`src/rtl/conv_window_builder_pkg.sv`:
```
// Shared widths, FSM encoding and helpers for the 3x3 convolution window builder.
// No logic or latency here; imported by the interface, the shift register and the top.
package conv_window_builder_pkg;

    localparam int NB_DATA    = 8;
    localparam int N_CONV     = 4;
    localparam int N_ROWS     = N_CONV + 2;
    localparam int NB_IMAGE   = 10;
    localparam int WIN_SIZE   = 9;
    localparam int NB_SLICE   = N_ROWS * NB_DATA;
    localparam int NB_WIN     = WIN_SIZE * NB_DATA;
    localparam int NB_WINDOWS = N_CONV * NB_WIN;

    typedef enum logic [1:0] {
        ST_IDLE   = 2'd0,
        ST_FILL   = 2'd1,
        ST_STREAM = 2'd2,
        ST_DONE   = 2'd3
    } state_t;

    function automatic logic [NB_IMAGE-1:0] sat_inc(input logic [NB_IMAGE-1:0] v);
        return (&v) ? v : v + NB_IMAGE'(1);
    endfunction

endpackage

```
`src/rtl/conv_window_builder_if.sv`:
```
// Slice-in / windows-out bundle between the address FSM, the window builder and the convolvers.
// Valid-only: the builder accepts every slice, so there is no ready path.
interface conv_window_builder_if;
    import conv_window_builder_pkg::*;

    logic                  i_vld;
    logic                  i_changeBlock;
    logic                  i_EoP;
    logic [NB_IMAGE-1:0]   i_imgLength;
    logic [NB_SLICE-1:0]   i_data;
    logic [NB_WINDOWS-1:0] o_window;
    logic                  o_winVld;
    logic [NB_IMAGE-1:0]   o_colCount;
    logic                  o_blockDone;

    modport master (
        output i_vld, i_changeBlock, i_EoP, i_imgLength, i_data,
        input  o_window, o_winVld, o_colCount, o_blockDone
    );

    modport slave (
        input  i_vld, i_changeBlock, i_EoP, i_imgLength, i_data,
        output o_window, o_winVld, o_colCount, o_blockDone
    );

endinterface

```
`src/rtl/conv_window_builder_col_shreg.sv`:
```
// Three-column shift register of image slices; col0 oldest, col2 newest.
// Updates on the clock after en/clr; clr with en loads din into a cleared register.
module conv_col_shreg
    import conv_window_builder_pkg::*;
#(
    parameter int W = NB_SLICE
) (
    input  logic         clk,
    input  logic         rst_n,
    input  logic         clr,
    input  logic         en,
    input  logic [W-1:0] din,
    output logic [W-1:0] col0,
    output logic [W-1:0] col1,
    output logic [W-1:0] col2
);

    logic [W-1:0] col0_q, col0_d;
    logic [W-1:0] col1_q, col1_d;
    logic [W-1:0] col2_q, col2_d;

    always_comb begin
        col0_d = col0_q;
        col1_d = col1_q;
        col2_d = col2_q;
        if (en) begin
            col0_d = clr ? '0 : col1_q;
            col1_d = clr ? '0 : col2_q;
            col2_d = din;
        end else if (clr) begin
            col0_d = '0;
            col1_d = '0;
            col2_d = '0;
        end
    end

    always_ff @(posedge clk or negedge rst_n) begin
        if (!rst_n) begin
            col0_q <= '0;
            col1_q <= '0;
            col2_q <= '0;
        end else begin
            col0_q <= col0_d;
            col1_q <= col1_d;
            col2_q <= col2_d;
        end
    end

    assign col0 = col0_q;
    assign col1 = col1_q;
    assign col2 = col2_q;

endmodule

```
`src/rtl/conv_window_builder.sv`:
```
// Builds N_CONV parallel 3x3 windows from a sliding 3-column register of image slices.
// Window registered 1 cycle after the completing slice; no backpressure, every slice is consumed.
module conv_window_builder
    import conv_window_builder_pkg::*;
(
    input  logic                  i_CLK,
    input  logic                  i_reset,
    conv_window_builder_if.slave  bus
);

    state_t                state_q, state_d;
    logic [1:0]            fill_q, fill_d;
    logic [NB_IMAGE-1:0]   cnt_q, cnt_d;
    logic [NB_IMAGE-1:0]   len_q, len_d;
    logic [NB_WINDOWS-1:0] window_q, window_d;
    logic                  win_vld_q, win_vld_d;
    logic                  block_done_q, block_done_d;

    logic                  sh_en, sh_clr;
    logic                  vld_eff, cb_eff, new_blk, last_col;
    logic [NB_SLICE-1:0]   col_mid, col_new, oldest_col_unused;
    logic [2:0][NB_SLICE-1:0] col_nx;
    logic [NB_WINDOWS-1:0] win_nx;

    // The oldest stored column is shifted out before any window reads it.
    conv_col_shreg #(.W(NB_SLICE)) u_shreg (
        .clk   (i_CLK),
        .rst_n (i_reset),
        .clr   (sh_clr),
        .en    (sh_en),
        .din   (bus.i_data),
        .col0  (oldest_col_unused),
        .col1  (col_mid),
        .col2  (col_new)
    );

    // Columns as they will stand after this cycle's shift.
    assign col_nx[0] = col_mid;
    assign col_nx[1] = col_new;
    assign col_nx[2] = bus.i_data;

    for (genvar k = 0; k < N_CONV; k++) begin : g_conv
        for (genvar r = 0; r < 3; r++) begin : g_row
            for (genvar c = 0; c < 3; c++) begin : g_col
                assign win_nx[k*NB_WIN + (r*3+c)*NB_DATA +: NB_DATA] =
                    col_nx[c][(k+r)*NB_DATA +: NB_DATA];
            end
        end
    end

    always_comb begin
        state_d      = state_q;
        fill_d       = fill_q;
        cnt_d        = cnt_q;
        len_d        = len_q;
        window_d     = window_q;
        win_vld_d    = 1'b0;
        block_done_d = 1'b0;
        sh_en        = 1'b0;
        sh_clr       = 1'b0;
        last_col     = 1'b0;

        // End of picture overrides a block change and swallows a slice arriving in DONE.
        vld_eff = bus.i_vld && !(bus.i_EoP && state_q == ST_DONE);
        cb_eff  = bus.i_changeBlock && !bus.i_EoP;
        new_blk = cb_eff || state_q == ST_IDLE || state_q == ST_DONE;

        if (cb_eff) begin
            fill_d  = 2'd0;
            cnt_d   = '0;
            sh_clr  = 1'b1;
            state_d = ST_IDLE;
        end

        if (vld_eff) begin
            sh_en = 1'b1;
            if (new_blk) begin
                sh_clr   = 1'b1;
                fill_d   = 2'd1;
                cnt_d    = NB_IMAGE'(1);
                len_d    = bus.i_imgLength;
                last_col = (bus.i_imgLength == '0);
            end else begin
                fill_d   = (fill_q == 2'd3) ? 2'd3 : fill_q + 2'd1;
                cnt_d    = sat_inc(cnt_q);
                last_col = (cnt_q == len_q);
                if (fill_d == 2'd3) begin
                    win_vld_d = 1'b1;
                    window_d  = win_nx;
                end
            end

            if (last_col) begin
                state_d      = ST_DONE;
                block_done_d = 1'b1;
            end else begin
                state_d = (fill_d == 2'd3) ? ST_STREAM : ST_FILL;
            end
        end else if (state_q == ST_DONE) begin
            state_d = ST_IDLE;
        end

        if (bus.i_EoP) begin
            state_d = ST_IDLE;
        end
    end

    always_ff @(posedge i_CLK or negedge i_reset) begin
        if (!i_reset) begin
            state_q      <= ST_IDLE;
            fill_q       <= 2'd0;
            cnt_q        <= '0;
            len_q        <= '0;
            window_q     <= '0;
            win_vld_q    <= 1'b0;
            block_done_q <= 1'b0;
        end else begin
            state_q      <= state_d;
            fill_q       <= fill_d;
            cnt_q        <= cnt_d;
            len_q        <= len_d;
            window_q     <= window_d;
            win_vld_q    <= win_vld_d;
            block_done_q <= block_done_d;
        end
    end

    assign bus.o_window    = window_q;
    assign bus.o_winVld    = win_vld_q;
    assign bus.o_colCount  = cnt_q;
    assign bus.o_blockDone = block_done_q;

endmodule

```
`src/flat_wrapper.sv`:
```
// flat-port wrapper written by rule: the top's interface ports become plain ports
module conv_window_builder_flat import conv_window_builder_pkg::*;
  (i_CLK, i_reset, bus_i_vld, bus_i_changeBlock, bus_i_EoP, bus_i_imgLength, bus_i_data, bus_o_window, bus_o_winVld, bus_o_colCount, bus_o_blockDone);
  conv_window_builder_if bus_i ();
  input  logic i_CLK;
  input  logic i_reset;
  input wire logic [$bits(bus_i.i_vld)-1:0] bus_i_vld;
  input wire logic [$bits(bus_i.i_changeBlock)-1:0] bus_i_changeBlock;
  input wire logic [$bits(bus_i.i_EoP)-1:0] bus_i_EoP;
  input wire logic [$bits(bus_i.i_imgLength)-1:0] bus_i_imgLength;
  input wire logic [$bits(bus_i.i_data)-1:0] bus_i_data;
  output wire logic [$bits(bus_i.o_window)-1:0] bus_o_window;
  output wire logic [$bits(bus_i.o_winVld)-1:0] bus_o_winVld;
  output wire logic [$bits(bus_i.o_colCount)-1:0] bus_o_colCount;
  output wire logic [$bits(bus_i.o_blockDone)-1:0] bus_o_blockDone;
  assign bus_i.i_vld = bus_i_vld;
  assign bus_i.i_changeBlock = bus_i_changeBlock;
  assign bus_i.i_EoP = bus_i_EoP;
  assign bus_i.i_imgLength = bus_i_imgLength;
  assign bus_i.i_data = bus_i_data;
  assign bus_o_window = bus_i.o_window;
  assign bus_o_winVld = bus_i.o_winVld;
  assign bus_o_colCount = bus_i.o_colCount;
  assign bus_o_blockDone = bus_i.o_blockDone;
  conv_window_builder u_core (.i_CLK(i_CLK), .i_reset(i_reset), .bus(bus_i));
endmodule
```
`config.mk`:
```
export PLATFORM = sky130hd
export DESIGN_NAME = conv_window_builder_flat
export DESIGN_NICKNAME = d
export VERILOG_FILES = /design/src/rtl/conv_window_builder_pkg.sv /design/src/rtl/conv_window_builder_if.sv /design/src/rtl/conv_window_builder_col_shreg.sv /design/src/rtl/conv_window_builder.sv /design/src/flat_wrapper.sv
export SDC_FILE = /design/constraint.sdc
export NUM_CORES = 1
export LEC_CHECK = 0
export CAP_MARGIN = 20
export CORE_ASPECT_RATIO = 1.1
export CORE_MARGIN = 2
export CORE_UTILIZATION = 44
export CTS_CLUSTER_SIZE = 30
export DETAILED_ROUTE_END_ITERATION = 8
export PLACE_DENSITY = 0.77
export RECOVER_POWER = 25
export SLEW_MARGIN = 40
export SYNTH_ARGS = -nofsm -noshare
export SYNTH_HDL_FRONTEND = slang
export SYNTH_HIERARCHICAL = 1
export SYNTH_SLANG_ARGS = --single-unit
```
`constraint.sdc`:
```
create_clock -name i_CLK -period 1.88 [get_ports i_CLK]
set_input_delay 0.564 -clock i_CLK [delete_from_list [all_inputs] [get_ports i_CLK]]
set_output_delay 0.564 -clock i_CLK [all_outputs]
set_load 0.03 [all_outputs]
```
* Word-level counts from Yosys, hierarchy flattened *
Index checks and enable logic that the tools add are counted.

storage, ports and cells
  output and inout port bits = 300
  flip-flop bits (word level) = 410
  word-level logic and storage cells = 63

cells by class
  bitwise logic cells = 1
  reductions and logical operators = 16
  add/sub/neg operators = 2
  equality and inequality tests = 6
  multiplexer cells = 29

operator list
  cell                                                              count
  48-bit 2-to-1 mux                                                 4
  10-bit 2-to-1 mux                                                 4
  2-bit 2-to-1 mux                                                  10
  1-bit 2-to-1 mux                                                  11
  10-bit by 1-bit adder with 10-bit output (second input constant)  1
  10-bit equality test                                              1
  10-bit logical NOT                                                1
  10-bit AND reduction                                              1
  2-bit equality test (second input constant)                       4
  2-bit AND reduction                                               2
  2-bit nonzero test                                                2
  4-bit nonzero test                                                1
  1-bit logical AND                                                 3
  3-bit != test (second input constant)                             1
  3-bit AND reduction                                               1
  2-bit by 1-bit adder with 2-bit output (second input constant)    1
  1-bit logical NOT                                                 2
  2-bit logical NOT                                                 1
  1-bit logical OR                                                  2
  1-bit NOT                                                         1

* Longest topological paths before layout *
  depth after elaboration = 11
  depth in mapped cells = 9

* Modules after synthesis *
The synthesis kept the hierarchy.

by module, submodules not included
  module               seq. area each (sq um)  instances  area each (sq um)  cells an instance
  conv_window_builder  4254.1                  1          7820.0             588
  conv_col_shreg       3603.5                  1          5547.8             419

* Worst setup path after synthesis *
Ideal clock, no wire load.

  path type = input to register
  start = input port bus_i_changeBlock
  end = register u_core.u_shreg.col2_q[15] (netlist: u_core/u_shreg/col2[15])
  stages on the path = 9
  data required time = 1815 ps
  path buffers = 4
  arrival time = 2026 ps
  setup slack = -212 ps
  cell sequence = nor2b_1 > clkbuf_1 > o22ai_1 > inv_1 > buf_2 > nor2_1 > buf_2 > buf_4 > a22o_1

between the ends
  longest elaborated chain between the ends = 7
  elaborated cells on any way between the ends = 8
  classes of those cells = mux (5); reduce/logical (3)

RTL lines
  item                                 line                                 text
  from (decl)                          flat_wrapper.sv:8                    input wire logic [$bits(bus_i.i_changeBlock)-1:0] bus_i_changeBlock;
  1-bit logical AND (*)                conv_window_builder.sv:65            cb_eff = bus.i_changeBlock && !bus.i_EoP;
  1-bit logical OR (2 in a row)        conv_window_builder.sv:66            new_blk = cb_eff || state_q == ST_IDLE || state_q == ST_DONE;
  1-bit 2-to-1 mux                     conv_window_builder.sv:77            if (new_blk) begin
  1-bit 2-to-1 mux (*)                 conv_window_builder.sv:75            if (vld_eff) begin
  named net u_core.sh_clr              conv_window_builder.sv:19            logic sh_en, sh_clr;
  48-bit 2-to-1 mux (*) (2 in a row)   n/a
  named net u_core.u_shreg.col2_d[15]  conv_window_builder_col_shreg.sv:20  logic [W-1:0] col2_q, col2_d;
  to (signal assigned)                 conv_window_builder_col_shreg.sv:45  col2_q <= col2_d;
  to (decl)                            conv_window_builder_col_shreg.sv:20

The timed path passes the listed nets; every way through them passes the cells marked *.
A chain may end at the register's enable or synchronous reset.

* Worst setup path in the final report *
  start = input port bus_i_vld
  end = register u_core.window_q[84] (netlist: u_core/bus.o_window[84])

between the ends
  longest elaborated chain between the ends = 2

RTL lines
  item                           line                        text
  from (decl)                    flat_wrapper.sv:7           input wire logic [$bits(bus_i.i_vld)-1:0] bus_i_vld;
  1-bit logical AND              conv_window_builder.sv:64   vld_eff = bus.i_vld && !(bus.i_EoP && state_q == ST_DONE);
  3-bit AND reduction (no line)  n/a
  to (signal assigned)           conv_window_builder.sv:122  window_q <= window_d;
  to (decl)                      conv_window_builder.sv:15   logic [NB_WINDOWS-1:0] window_q, window_d;

No other way between the ends.

==> metrics.yaml <==
diodes: 0
hold_violations: 0
drtPass1Iterations: 4
fp-row-count: 61
syn_nets: 919
cts_made_buffers: 27
die_height_um: 173
wl_per_cell_um: 18.6
finalCriticalPeriod_ns: 1.90
drt_iter0_drc: 273
grt_pass1_vias: 7590
nets: 1195
syn_inst: 855
coreArea_um2: 25400
ir_drop_uv: 899
insertion_delay_ns: 0.53
crit_chain: "clkdlybuf4s50_1, inv_1, nor4_4, buf_4, buf_12, buf_12, mux2_2"
maxCapViolCount: 0
syn_area_per_cell_um2: 13.4
die-area_um2: 27400
areaGrowthSynthToFinish_pct: 35.8
cts_sinks: 266
setup_ws_ns: -0.0245
slew_violations: 0
worst_pin_slew_ns: 0.810
die_x_um: 158
status: "finished, violations left"
endpoint_kind: "register"
grt_overflow: 0
required_ns: 2.28
slew_headroom: 0.460
violations: "negative setup slack"
critPathKind: "in2reg"
timing.fmax_ghz: 0.525
syn-cell-area_um2: 11500
io-pin-count: 363
cts.clk_slew.worst_paths_ns: 0.06
yosysWarnings: 6
cpMostUsedCell: "buf_12"
crit_slowest_cell: "clkdlybuf4s50_1"
fin_cells: 1495
start_util: 0.451
vias_per_cell: 5.04
post-place-cells: 1436
finalWeightedCongestion: 0.780
antenna_found_initial: 0
dp_hpwl_mm: 19.2
power.density_nw_per_um2: 1080
cp.arrival_ns: 2.30
setup_viol: 43
holdCritPathClass: "in2reg"
skew_ns: 0.0179
leakagePower_nw: 7.52
drive_above_1_share: 0.466
hold_slack_ns: 0.458
final_util: 0.613
grt_max_degree: 51
cts.path.max_buffers: 3
htree_num_levels: 1
drtAntennaViolNets: 0
cts_root_buffer: "clkbuf_16"
timing.final.crit_share: 1.01
startpoint_type: "input pin"
drt_wl_total_mm: 27.8
path_max_fanout: 26
vias: 7535
drcViolationCount: 0
grt_first_pass_wirelength_mm: 42.6
cp_slowest_stage_delay_ns: 0.48
cts_tree: "yes"
grt_use_total: 0.195
portBuffers: 362
-- critical path, delay by kind of cell --
family	cells	cell delay, ns
buf+inv	5	1.11
mux	1	0.36
simple gates	1	0.25
-- where the power goes --
group | switching (mW) | leakage (nW) | internal (mW)
clock network | 2.18 | 0.429 | 3.11
registers | 0.535 | 3.52 | 6.39
logic | 2.92 | 3.57 | 1.76
-- cells in the final DEF, fill, tap and decap left out, types with 15 or more instances in the layout --
cell type,n
buf_2,31
buf_4,47
clkdlybuf4s50_1,59
clkdlybuf4s15_1,41
clkbuf_16,30
mux2_2,154
mux2i_1,53
dfrtp_1,256
clkdlybuf4s15_2,125
nor2_1,54
a22o_1,48
buf_12,19
clkbuf_2,83
dlygate4sd2_1,15
-- layout make-up --
cell class,instances,area (um2)
clock buffer,37,763
clock inverter,10,111
fill,2011,9850
inverter,10,37.5
multi-input combinational,392,3500
sequential,266,6670
tap,346,433
timing repair buffer,434,4050
-- final timing paths --
check	from	depth (start not counted)	slack (ns)	end
worst max register to register	u_core/state_q[1]	6	0.01	u_core/bus.o_window[84]
worst min-delay path	bus_i_EoP	3	0.46	u_core/state_q[1]
worst max-delay path	bus_i_vld	7	-0.02	u_core/bus.o_window[84]
min in group asynchronous	i_reset	2	0.70	u_core/len_q[4]
worst min register to register	u_core/u_shreg/col1[27]	1	0.48	u_core/bus.o_window[219]
max in group asynchronous	i_reset	3	0.31	u_core/u_shreg/col1[35]
-- state kept, by name, summed over array words and instances (netlist names) --
| register | count |
|---|---|
| u_core/state_q | 2 |
| u_core/u_shreg/col2 | 48 |
| u_core/u_shreg/col1 | 48 |
| u_core/bus.o_window | 144 |
| u_core/bus.o_colCount | 10 |
| u_core/bus.o_winVld | 1 |
| u_core/len_q | 10 |
| u_core/bus.o_blockDone | 1 |
| u_core/fill_q | 2 |
-- per-layer routing --
layer	track usage	vias up	wire length, um
met5	0	-	0
met4	0.0409	0	293
met3	0.0375	25	1940
met2	0.341	267	14500
met1	0.250	3857	11100
li1	-	3386	-
-- per-stage QoR --
| stage | area, um2 | setup slack, ns | setup TNS, ns | total power [mW] |
|---|---|---|---|---|
| finish | 15600 | -0.0245 | -0.333 | 16.9 |
| global route | 15600 | -0.0431 | -1.94 | 17.6 |
| CTS | 15900 | -0.00385 | -0.0149 | 17.2 |
| detailed placement | 14900 | -0.581 | -133.53 | 12.3 |
| global placement | 14900 | -0.540 | -121.96 | 12.2 |
| floorplan | 11500 | -0.0104 | -0.445 | 10.3 |
-- repair_timing --
item / in CTS / in global routing
pin swaps: 0 / 1
gates cloned: 0 / 3
setup endpoints to repair: 357 / 224
resized for setup: 707 / 200
hold endpoints to repair: 41 / 0
hold buffers: 1 / 0
buffers inserted: 1 / 7
Note: power is estimated with default switching activity, not from simulation.
==> edit 1 (config.mk and constraints unchanged) <==
Encoding of `state_t`: now one-hot (4 bits for 4 states).
--- a/src/rtl/conv_window_builder_pkg.sv
+++ b/src/rtl/conv_window_builder_pkg.sv
@@ -11,11 +11,11 @@
     localparam int NB_WIN     = WIN_SIZE * NB_DATA;
     localparam int NB_WINDOWS = N_CONV * NB_WIN;
 
-    typedef enum logic [1:0] {
-        ST_IDLE   = 2'd0,
-        ST_FILL   = 2'd1,
-        ST_STREAM = 2'd2,
-        ST_DONE   = 2'd3
+    typedef enum logic [3:0] {
+        ST_IDLE   = 4'b0001,
+        ST_FILL   = 4'b0010,
+        ST_STREAM = 4'b0100,
+        ST_DONE   = 4'b1000
     } state_t;
 
     function automatic logic [NB_IMAGE-1:0] sat_inc(input logic [NB_IMAGE-1:0] v);
Function: same outputs for any inputs over 4 cycles, from zero or initial values and one cycle with i_reset low; so few cycles prove little.
==> edit 1 against the unedited design <==
- the run still ends with negative setup slack left
- synthesized area increased by 3.0%
- worst hold slack better by 0.027 ns
- register-to-register slack worse by 0.14 ns
- wire length grew 12%
- global-route usage grew 1.1 points
- worst setup slack lost 0.11 ns
- design area rose by 3.7%
- sequential cell count up 2
- highest routed layer unchanged
Power is not compared: it rests on default switching activity, and its combinational part moved more than twofold at a synthesized area within 25%.
==> edit 1: results (changes against the unedited design) <==
[timing]
finClkSkew_ns=0.0200  ; +0.00212 ns
slew_headroom=0.113  ; -0.347
setup_viol_count_final=146  ; +240%
fin_ws_ns=-0.130  ; -0.105 ns

[cts]
cts-buffers-inserted=28  ; +3.7%
cts_root_buf=clkbuf_16
clockBufferDepth=3  ; unchanged
htreeDepth=1  ; unchanged
path_clk_slew_ns=0.06  ; about the same
insertion_delay_ns=0.55  ; +0.02 ns

[setup_path]
critical_path.endpoint=u_core/bus.o_window[158]$_DFFE_PN0P_
cpLargestDelayFamily=flip-flops
reg2regPathDepth=7  ; +1
cp.arrival_ns=2.43  ; +0.13 ns
path_max_fanout=8  ; -69%
critical-path-slowest-cell=dfstp_2
startpoint=u_core/state_q[0]$_DFFE_PN1P_
max_stage_delay_ns=0.58  ; +0.10 ns

[detailed_routing]
vias_per_cell=5.05  ; +0.22%
drt_iter0_drc=332  ; +22%
wire_per_inst_um=20.5  ; +9.9%
drtPass1Iterations=4  ; unchanged

[global_routing]
grt_pass1_vias=8004  ; +5.5%
antenna_found_initial=0  ; unchanged
grtUsageTotal=0.205  ; +0.0105
grt_max_degree=52  ; +2.0%
grt_pass1_wl_um=46700  ; +9.6%

[cells_and_area]
fillCellCount=2054  ; +2.1%
drive_gt1_frac=0.499  ; +0.0327
largest_register_ffs=144  ; unchanged
diodes=0  ; unchanged
layout.nets=1219  ; +2.0%

[logic_synthesis]
syn_nets=929  ; +1.1%
yosys_warnings=6  ; unchanged

[place]
gp_congestion=0.813  ; +4.3%
dpl.hpwl_um=20200  ; +4.9%
dp_slack_ns=-0.628  ; -0.0473 ns
port_buffers=362  ; unchanged

[run_status]
violations=negative setup slack
status=finished with violations

[power_and_ir_drop]
leakagePower_nw=7.79
worst_ir_drop_vdd_mv=0.901

[min_path]
hold_path_class=flip-flop to flip-flop
min_from=u_core/u_shreg/col1[19]$_DFF_PN0_

==> edit 1: cell count changes in the layout (fill, tap and decap cells not counted), sizes merged, moves of 4 or more <==
cell,change
bufinv,+4
or3,-4
clkbuf,-56
clkdlybuf4s15,-17
nand3,+5
buf,+99
nand4,-4
inv,-5
dlygate4sd2,-12
==> edit 1: power by group <==
| group | switching (mW) | internal (mW) | leakage [nW] |
|---|---|---|---|
| Combinational | 6.64 | 3.94 | 3.82 |
| Sequential | 1.26 | 7.15 | 3.47 |
| Clock | 2.30 | 3.76 | 0.502 |
==> edit 1: stage by stage <==
| step | power, mW | cells | setup TNS, ns | area (um2) | hold WS (ns) |
|---|---|---|---|---|---|
| finish | 25.1 | 1528 | -12.84 | 16100 | 0.486 |
| floorplan | 16.2 | 865 | -1.25 | 11900 | 0.268 |
| CTS | 25.5 | 1503 | -6.50 | 16200 | 0.481 |
| global route | 26.1 | 1528 | -36.35 | 16100 | 0.515 |
| detailed placement | 20.4 | 1448 | -132.24 | 15200 | 0.485 |
| global placement | 20.1 | 1448 | -128.82 | 15200 | 0.476 |
==> edit 1: area by class of cell <==
cell class / count / area, um2 / share of cell area
flip-flops and latches: 268 / 6720 / 0.416
inverters: 5 / 18.8 / 0.00116
repair buffers: 447 / 4130 / 0.256
well taps: 352 / 440 / 0.0273
multi-input cells: 405 / 3810 / 0.236
clock inverters: 15 / 248 / 0.0153
clock buffers: 36 / 781 / 0.0484
==> edit 1: worst register-to-register path, stage by stage, from the launching register on <==
cell and delay (ns):
dfstp_2 0.58, xor2_2 0.11, a21o_4 0.23, nor3_4 0.21, buf_12 0.18, buf_4 0.14, buf_12 0.12, mux2_2 0.33
==> edit 1: worst min-delay path by stage <==
stage                     depth (start not counted)  slack (ns)                              endpoint
after floorplan                                   0        0.27      u_core/bus.o_blockDone$_DFF_PN0_
after global placement                            1        0.48          u_core/fill_q[0]$_DFFE_PN0P_
after detailed placement                          1        0.49          u_core/fill_q[0]$_DFFE_PN0P_
after CTS                                         1        0.48  u_core/bus.o_window[147]$_DFFE_PN0P_
after global routing                              1        0.51          u_core/fill_q[0]$_DFFE_PN0P_
final                                             1        0.49  u_core/bus.o_window[147]$_DFFE_PN0P_
==> edit 1: timing repair <==
action,in CTS,in global routing
gates cloned,2,10
setup buffers,1,15
hold endpoints to repair,33,0
endpoints found under the setup margin,450,272
pin swaps,1,2
gates resized for setup,976,165
hold buffers,1,0
==> edit 1: metal layers <==
metal / global-route usage / up-vias / routed length (um) / part of all wire
met4: 0.0424 / 0 / 414 / 0.013
li1: - / 3461 / - / -
met3: 0.0416 / 35 / 1910 / 0.061
met1: 0.263 / 3949 / 13100 / 0.42
met2: 0.362 / 273 / 15900 / 0.51
met5: 0 / - / 0 / 0
==> edit 2 (same flow settings) <==
Without the edit above. `NB_IMAGE`: 10 -> 20.
--- a/src/rtl/conv_window_builder_pkg.sv
+++ b/src/rtl/conv_window_builder_pkg.sv
@@ -5,7 +5,7 @@
     localparam int NB_DATA    = 8;
     localparam int N_CONV     = 4;
     localparam int N_ROWS     = N_CONV + 2;
-    localparam int NB_IMAGE   = 10;
+    localparam int NB_IMAGE   = 20;
     localparam int WIN_SIZE   = 9;
     localparam int NB_SLICE   = N_ROWS * NB_DATA;
     localparam int NB_WIN     = WIN_SIZE * NB_DATA;
Interface: changed (resized bus_i_imgLength and bus_o_colCount); port bits go from 363 to 383. No check against the original RTL was run, so the function may have changed too.
==> edit 2 against the unedited design <==
- power increased by 12%
- design area increased by 11%
- worst setup slack improved by 0.027 ns
- sequential cell count increased by 20
- clock skew decreased by 0.0072 ns
- clock power increased by 10%
- wire length increased by 19%
- worst hold slack improved by 0.043 ns
- count of clock-buffer cells in the layout increased by 8
- final cell count increased by 14%
- synthesized area increased by 11%
==> edit 2: results (changes against the unedited design) <==
[power_and_ir_drop]
worst_ir_drop_vdd_mv=0.782  ; -13%
leakagePower_nw=8.37  ; +11%

[cells_and_area]
layout.nets=1383  ; +16%
diodes=0  ; unchanged
largest_register_ffs=144  ; unchanged
fillCellCount=2295  ; +14%
drive_gt1_frac=0.494  ; +0.0271

[detailed_routing]
drt_iter0_drc=426  ; +56%
wire_per_inst_um=19.5  ; +4.9%
drtPass1Iterations=5  ; +1
vias=8788  ; +17%

[logic_synthesis]
yosys_warnings=6  ; unchanged
syn_nets=1054  ; +15%

[cts]
htreeDepth=1  ; unchanged
insertion_delay_ns=0.54
clockBufferDepth=3  ; unchanged
cts_root_buf=clkbuf_16
path_clk_slew_ns=0.06  ; about the same
cts-buffers-inserted=28  ; +3.7%

[timing]
whs_ns=0.501  ; +0.0430 ns
finClkSkew_ns=0.0107  ; -0.00723 ns
slew_headroom=0.325  ; -0.135

[min_path]
whs_endpoint=u_core/bus.o_window[77]$_DFFE_PN0P_
hold_path_class=flip-flop to flip-flop
min_from=u_core/u_shreg/col1[13]$_DFF_PN0_
holdPathStages=1  ; -2

[setup_path]
max_stage_delay_ns=0.43  ; -0.05 ns
critical-path-slowest-cell=clkdlybuf4s50_1
cp-end-kind=flip-flop
timing.rr.start=u_core/bus.o_colCount[1]$_DFFE_PN0P_
reg2regPathDepth=8  ; +2
r2r_end=u_core/bus.o_colCount[14]$_DFFE_PN0P_
cp.arrival_ns=2.34  ; +0.04 ns
rrSetupSlack_ns=0.02
startpoint=bus_i_EoP
path_max_fanout=6  ; -77%

[place]
port_buffers=382  ; +5.5%
gp_congestion=0.858  ; +10%
dpl.hpwl_um=23900  ; +24%
dp_slack_ns=-0.564  ; +0.0171 ns

[global_routing]
grt_pass1_wl_um=51600  ; +21%
grt_pass1_vias=9004  ; +19%
grtUsageTotal=0.212  ; +0.0178
grt_overflow=0  ; unchanged
grt_max_degree=59  ; +16%
antenna_found_initial=0  ; unchanged

[run_status]
status=finished, final reports clean

edit 2: worst max path at each step:
stage	end	slack [ns]	cells after the start
2_1_floorplan	u_core/u_shreg/col2[15]$_DFF_PN0_	-0.07	10
3_3_place_gp	u_core/bus.o_colCount[14]$_DFFE_PN0P_	-0.55	7
3_5_place_dp	u_core/bus.o_colCount[14]$_DFFE_PN0P_	-0.56	8
4_1_cts	bus_o_colCount[2]	-0.01	1
5_1_grt	u_core/bus.o_colCount[12]$_DFFE_PN0P_	-0.07	7
6_report	u_core/bus.o_colCount[14]$_DFFE_PN0P_	0.003	8
edit 2: critical path: cells and delay by family:
| family | cells | cell delay (ns) |
|---|---|---|
| buffers and inverters | 3 | 0.81 |
| AOI/OAI and AO/OA | 3 | 0.50 |
| and+or+nand+nor | 2 | 0.45 |
edit 2: layout make-up:
type	count	area, um2	area share
clock inverter	7	101	0.00586
sequential	286	7180	0.415
clock buffer	45	885	0.0512
tap	368	460	0.0266
timing repair buffer	494	4360	0.252
multi-input combinational	491	4270	0.247
inverter	8	32.5	0.00188
edit 2: stage by stage:
step           setup TNS (ns)  cells  area, um2   util
3_3_place_gp          -118.72   1634      16700  0.584
3_5_place_dp          -121.56   1634      16700  0.584
2_1_floorplan           -2.28    980      12900      -
6_report                    0   1699      17300  0.606
5_1_grt                -0.428   1699      17300  0.606
4_1_cts               -0.0141   1688      17600  0.618
edit 2: repair_timing:
item | CTS | global route
gates cloned | 0 | 2
pin swaps | 1 | 11
resized for setup | 971 | 197
setup buffers | 1 | 9
setup endpoints to repair | 311 | 186
hold endpoints to repair | 26 | 0
hold buffers | 1 | 0
edit 2: report_power, final:
| part | internal, mW | switching, mW | leakage, nW |
|---|---|---|---|
| clock network | 3.49 | 2.32 | 0.481 |
| registers | 6.93 | 0.671 | 3.77 |
| logic | 2.07 | 3.41 | 4.12 |
edit 2: routing by layer:
| metal | GRT usage | wire [um] | vias up | part of all wire |
|---|---|---|---|---|
| li1 | - | - | 3965 | - |
| met1 | 0.269 | 13400 | 4466 | 0.40 |
| met2 | 0.374 | 16900 | 317 | 0.51 |
| met3 | 0.0429 | 2140 | 40 | 0.064 |
| met4 | 0.0560 | 716 | 0 | 0.022 |
| met5 | 0 | 0 | - | 0 |
